[src/rtl/seq_det_pkg.sv]
// Shared constants and elaboration-time helpers for the parametrised Moore sequence detector.
// Prefix bit j of a pattern is the j-th bit received, i.e. pattern[len-1-j].
package seq_det_pkg;

    localparam int unsigned S0 = 0;

    function automatic int unsigned clog2(input int unsigned val);
        int unsigned r;
        r = 0;
        for (int unsigned i = 0; i < 32; i++) begin
            if ((64'd1 << i) < 64'(val)) r = i + 1;
        end
        return r;
    endfunction

    function automatic logic pat_bit(input logic [15:0] pattern, input int unsigned len,
                                     input int unsigned j);
        return pattern[4'(len - 1 - j)];
    endfunction

    // Longest proper prefix of the first k pattern bits that is also their suffix.
    function automatic int unsigned fail_len(input logic [15:0] pattern, input int unsigned len,
                                             input int unsigned k);
        int unsigned best;
        logic        ok;
        best = 0;
        for (int unsigned l = 1; l < k; l++) begin
            ok = 1'b1;
            for (int unsigned j = 0; j < l; j++) begin
                if (pat_bit(pattern, len, j) != pat_bit(pattern, len, k - l + j)) ok = 1'b0;
            end
            if (ok) best = l;
        end
        return best;
    endfunction

    // Apply bit d from prefix state k (k < len), walking the failure chain on mismatch.
    function automatic int unsigned kmp_step(input logic [15:0] pattern, input int unsigned len,
                                             input int unsigned k, input logic d);
        int unsigned j;
        logic        done;
        j    = k;
        done = 1'b0;
        for (int i = 0; i < 17; i++) begin
            if (!done) begin
                if (pat_bit(pattern, len, j) == d) begin
                    j    = j + 1;
                    done = 1'b1;
                end else if (j == 0) begin
                    done = 1'b1;
                end else begin
                    j = fail_len(pattern, len, j);
                end
            end
        end
        return j;
    endfunction

endpackage

[src/rtl/seq_det_next_state.sv]
// Combinational next-state lookup; the transition table is computed from PATTERN at elaboration.
module seq_det_next_state
    import seq_det_pkg::*;
#(
    parameter int unsigned          PAT_LEN = 3,
    parameter logic [PAT_LEN-1:0]   PATTERN = 3'b110,
    parameter int unsigned          SW      = 2
) (
    input  logic [SW-1:0] i_state,
    input  logic          i_d,
    input  logic          i_overlap,
    output logic [SW-1:0] o_nextstate,
    output logic          o_valid
);

    localparam logic [15:0] PAT_EXT = 16'(PATTERN);

    function automatic int unsigned next_of(input int unsigned k, input logic d, input logic ov);
        int unsigned j;
        if (k >= PAT_LEN) j = ov ? fail_len(PAT_EXT, PAT_LEN, PAT_LEN) : 0;
        else              j = k;
        return kmp_step(PAT_EXT, PAT_LEN, j, d);
    endfunction

    logic [SW-1:0] w_tbl [PAT_LEN+1][2][2];

    for (genvar k = 0; k <= PAT_LEN; k++) begin : g_row
        for (genvar b = 0; b < 2; b++) begin : g_bit
            for (genvar o = 0; o < 2; o++) begin : g_ovl
                localparam int unsigned NXT = next_of(k, 1'(b), 1'(o));
                assign w_tbl[k][b][o] = SW'(NXT);
            end
        end
    end

    // Encodings above PAT_LEN match no row and fall back to S0.
    always_comb begin
        o_nextstate = SW'(S0);
        o_valid     = 1'b0;
        for (int unsigned k = 0; k <= PAT_LEN; k++) begin
            if (i_state == SW'(k)) begin
                o_nextstate = w_tbl[k][i_d][i_overlap];
                o_valid     = 1'b1;
            end
        end
    end

endmodule

[src/rtl/seq_detector_moore_param.sv]
// Parametrised Moore serial pattern detector with enable, sync clear and saturating hit counter.
// Define SEQ_DET_STATE_TXT_EN to get an ASCII state name (txstate) for waveform debug.
module seq_detector_moore_param
    import seq_det_pkg::*;
#(
    parameter int unsigned        PAT_LEN = 3,
    parameter logic [PAT_LEN-1:0] PATTERN = 3'b110,
    parameter int unsigned        CNT_W   = 8
) (
    input  logic             clk,
    input  logic             _rst,
    input  logic             clr,
    input  logic             en,
    input  logic             D,
    input  logic             overlap,
    output logic             Q,
    output logic [CNT_W-1:0] match_cnt
);

    if (PAT_LEN < 2 || PAT_LEN > 16) begin : g_bad_len
        $error("seq_detector_moore_param: PAT_LEN must be in 2..16");
    end
    if (CNT_W < 1 || CNT_W > 32) begin : g_bad_cnt
        $error("seq_detector_moore_param: CNT_W must be in 1..32");
    end

    localparam int unsigned   SW    = clog2(PAT_LEN + 1);
    localparam logic [SW-1:0] ST_S0 = SW'(S0);
    localparam logic [SW-1:0] HIT   = SW'(PAT_LEN);

    logic [SW-1:0]    r_state;
    logic             r_q;
    logic [CNT_W-1:0] r_cnt;

    logic [SW-1:0]    w_nextstate;
    logic             w_valid;
    logic [SW-1:0]    w_state_d;
    logic             w_q_d;
    logic [CNT_W-1:0] w_cnt_d;
    logic             w_q_ns;

    seq_det_next_state #(
        .PAT_LEN (PAT_LEN),
        .PATTERN (PATTERN),
        .SW      (SW)
    ) u_next_state (
        .i_state     (r_state),
        .i_d         (D),
        .i_overlap   (overlap),
        .o_nextstate (w_nextstate),
        .o_valid     (w_valid)
    );

    assign w_q_ns = (r_state == HIT);

    always_comb begin
        w_state_d = r_state;
        w_q_d     = 1'b0;
        w_cnt_d   = r_cnt;
        if (clr) begin
            w_state_d = ST_S0;
            w_cnt_d   = '0;
        end else if (!w_valid) begin
            w_state_d = ST_S0;
        end else if (en) begin
            w_state_d = w_nextstate;
            w_q_d     = w_q_ns;
            // Count on entry into HIT only; saturate at all-ones.
            if (w_nextstate == HIT && !(&r_cnt)) w_cnt_d = r_cnt + CNT_W'(1);
        end
    end

    always_ff @(posedge clk or negedge _rst) begin
        if (!_rst) begin
            r_state <= ST_S0;
            r_q     <= 1'b0;
            r_cnt   <= '0;
        end else begin
            r_state <= w_state_d;
            r_q     <= w_q_d;
            r_cnt   <= w_cnt_d;
        end
    end

    assign Q         = r_q;
    assign match_cnt = r_cnt;

`ifdef SEQ_DET_STATE_TXT_EN
    reg [63:0]   txstate;
    int unsigned w_st_num;
    assign w_st_num = 32'(r_state);
    always_comb begin
        if (r_state == HIT)     txstate = 64'("HIT");
        else if (w_st_num < 10) txstate = {48'd0, "S", 8'(48 + w_st_num)};
        else                    txstate = {40'd0, "S1", 8'(38 + w_st_num)};
    end
`endif

endmodule
[config.mk]
export PLATFORM = sky130hd
export DESIGN_NAME = seq_detector_moore_param
export DESIGN_NICKNAME = d
export VERILOG_FILES = /design/src/rtl/seq_det_pkg.sv /design/src/rtl/seq_det_next_state.sv /design/src/rtl/seq_detector_moore_param.sv
export SDC_FILE = /design/constraint.sdc
export NUM_CORES = 1
export LEC_CHECK = 0
export CELL_PAD_IN_SITES_DETAIL_PLACEMENT = 0
export CELL_PAD_IN_SITES_GLOBAL_PLACEMENT = 2
export CORE_ASPECT_RATIO = 1.1
export CORE_MARGIN = 3
export CORE_UTILIZATION = 39
export DETAILED_ROUTE_END_ITERATION = 12
export DONT_BUFFER_PORTS = 1
export PLACE_DENSITY_LB_ADDON = 0.1
export SLEW_MARGIN = 20
export SYNTH_ARGS = -nofsm -noshare
export SYNTH_HDL_FRONTEND = slang
export SYNTH_SLANG_ARGS = --single-unit
export TNS_END_PERCENT = 10
[constraint.sdc]
create_clock -name clk -period 2.75 [get_ports clk]
set_input_delay 0.55 -clock clk [delete_from_list [all_inputs] [get_ports clk]]
set_output_delay 0.55 -clock clk [all_outputs]
set_load 0.02 [all_outputs]
==> impl_metrics.yaml <==
cells_and_area:
  multi_input_area_sq_um: 369
  fillCellCount: 161
  antenna_cells: 0
  area_delta_synth_final_pct: 8.02
  layout.nets: 74
  design_area_sq_um: 708
  post-route-util_pct: 48.1
  layout-drive-gt1-share_pct: 13.6
  seq_area_sq_um: 275
worst_setup_path:
  endpoint: "match_cnt[0]"
  start_kind: "register"
  critPathMaxFanout: 6
  crit_buf_inv: 0
  path_depth: 4
  reg2reg_slack_ns: 1.02
  cp_slowest_cell: "dfrtp_1"
  cp.required_ns: 2.90
  crit_arrival_ns: 1.87
  critPathLaunch: "match_cnt[0]"
  max_stage_delay_ns: 0.49
  worstReg2RegEnd: "match_cnt[0]"
  crit_family: "flip-flops"
  path_class: "register to register"
  worstRegToRegCells: 4
  path_cells: "ha_1 > and2_1 > a41oi_2 > mux2_1"
  reg2reg_from: "match_cnt[0]"
  end_kind: "register"
route:
  drt_iter0_markers: 3
  vias: 501
  drc: 0
  ant_nets: 0
  dr.pass1.iters: 4
  drt-total-wl_mm: 1.33
  via_per_inst: 6.11
  detail_route.wl_per_cell_um: 16.3
die:
  initial_core_util_pct: 44.6
  core_sq_um: 1470
  io_pins: 15
  die_area_sq_um: 2210
  fp.dieH_um: 49
  num_rows: 14
  die_w_um: 45.1
synth:
  async_flop_share_pct: 100
  yosys_warnings: 0
  synth_cell_types: 32
  postSynthCellCount: 62
  synth_nets: 69
  synthesis.area_sq_um: 656
  synth.avg_cell_area_sq_um: 10.6
  synth-edff-count: 0
  synth.ff_latch_count: 11
  synthFlopType: "dfrtp_1"
  seq_area_frac_synth_pct: 42.0
placed_design:
  preCtsSetupSlack_ns: 1.02
  globalplace.congestion: 0.728
  dp_hpwl_um: 945
  placed_cell_area_sq_um: 672
  io_buffers: 0
power_and_ir_drop:
  powerDensity_nw_per_um2: 404
  ir_drop_v: 0.000157
  finalPower_uw: 286
  p_leak_uw: 0.000273
hold_path:
  hold_class: "input pin to register"
timing:
  fin_crit_ns: 1.73
  finalHoldViolations: 0
  tns_ns: 0
  setup_viol: 0
  fmax_mhz: 579
  finClkSkew_ns: 0.000349
  tightest_slew_ns: 0.516
  rsz0062_at_grt: "no"
  setup_ws_ns: 1.02
  relSlewSlack_pct: 65.5
  finalCritPeriodShare_pct: 62.8
  maxSlewViolCount: 0
cts:
  clkTransAtPathRegs_ns: 0.07
  clock_sinks: 11
  cts_made_buffers: 3
  clock_path_buffers: 2
  cts_tree: "yes"
  clk_latency_ns: 0.26
  htree_levels: 1
  cts_resized: 0
  ctsRootBufferMaster: "clkbuf_4"
job:
  maxCapViolations: 0
global_route:
  first_global_vias: 516
  grt_first_pass_wirelength_mm: 2.37
  grt_remaining_overflow: 0
  grt_max_degree: 16
  gr-usage-all-layers_pct: 14.0
  antenna_found_initial: 0
status:
  status: "completed"
==> synth_stat cells (all sizes together) (2+ instances only) <==
| library cell | n | area, sq um |
|---|---|---|
| and3 | 2 | 12.5 |
| inv | 2 | 7.51 |
| nand2 | 6 | 22.5 |
| mux2 | 3 | 33.8 |
| a21oi | 4 | 20.0 |
| nor2 | 2 | 7.51 |
| a211oi | 2 | 15.0 |
| nor4 | 2 | 18.8 |
| a31oi | 3 | 18.8 |
| dfrtp | 11 | 275 |
| nor2b | 3 | 18.8 |
| nor3 | 2 | 10.0 |
| nand2b | 2 | 12.5 |
==> through the flow <==
stage | instances | hold slack [ns]
floorplan | 62 | 0.254
global placement | 77 | 0.255
detailed placement | 77 | 0.255
CTS | 82 | 0.334
global route | 82 | 0.319
finish | 82 | 0.343
==> worst register-to-register path: cells and delay by family, from the launching register on <==
kind            cells  cell delay (ns)
fa+ha+maj           1             0.34
mux                 1             0.34
flops               1             0.49
compound gates      1             0.24
simple gates        1             0.21
==> final cells by class <==
| cell class | instances | area share (%) |
|---|---|---|
| clock buffer | 4 | 3.71 |
| inverter | 2 | 1.06 |
| multi-input combinational | 48 | 52.1 |
| sequential | 11 | 38.9 |
| tap | 16 | 2.83 |
| timing repair buffer | 1 | 1.41 |
==> worst min path at each step <==
stage / startpoint / end / cells past startpoint
5_1_grt: clr / r_state[0] / 1
6_report: clr / r_state[1] / 1
2_1_floorplan: _rst / Q / 0
3_3_place_gp: _rst / match_cnt[6] / 0
3_5_place_dp: _rst / match_cnt[6] / 0
4_1_cts: clr / r_state[0] / 1
==> logic make-up (layout without fill, tap and decap cells) <==
logic type,count (synthesis),count (layout),share of synthesized area (%)
AO/OA/AOI/OAI,14,14,17.0
XOR/XNOR,1,1,1.34
adder cells (fa/ha/maj),1,1,1.91
buffers and inverters,3,7,1.72
flip-flops,11,11,42.0
multiplexers,4,4,6.68
AND/OR/NAND/NOR,28,28,29.4
==> registers in the layout (all words and copies together), names as in the netlist <==
signal     cells
match_cnt      8
r_state        2
Q              1
==> repair_timing <==
item,CTS,global route
buffers inserted,0,0
hold endpoints to repair,11,0
hold buffers,1,0
==> power by group <==
part / internal [uW] / leakage [uW] / switching, uW
Clock: 56.0 / 0.0000150 / 51.4
Combinational: 7.40 / 0.000105 / 5.74
Sequential: 163 / 0.000153 / 2.42
==> layer usage <==
metal  wire, um  global-route usage [%]  share of wire, %
met1        584                    18.7                44
met2        669                    21.7                50
met3         61                    2.21               4.6
met4         19                    5.85               1.4
met5          0                       0                 0
==> layout by cell type, fill, tap and decap left out, types with 2 or more instances in the layout <==
cell,instances
dfrtp_1,11
nand2_1,6
a21oi_1,4
a31oi_1,3
nor2b_1,3
mux2_1,3
clkbuf_4,3
and3_1,2
a211oi_1,2
nor2_1,2
nor3_1,2
inv_1,2
nand2b_1,2
Note: power is estimated with default switching activity, not from simulation.
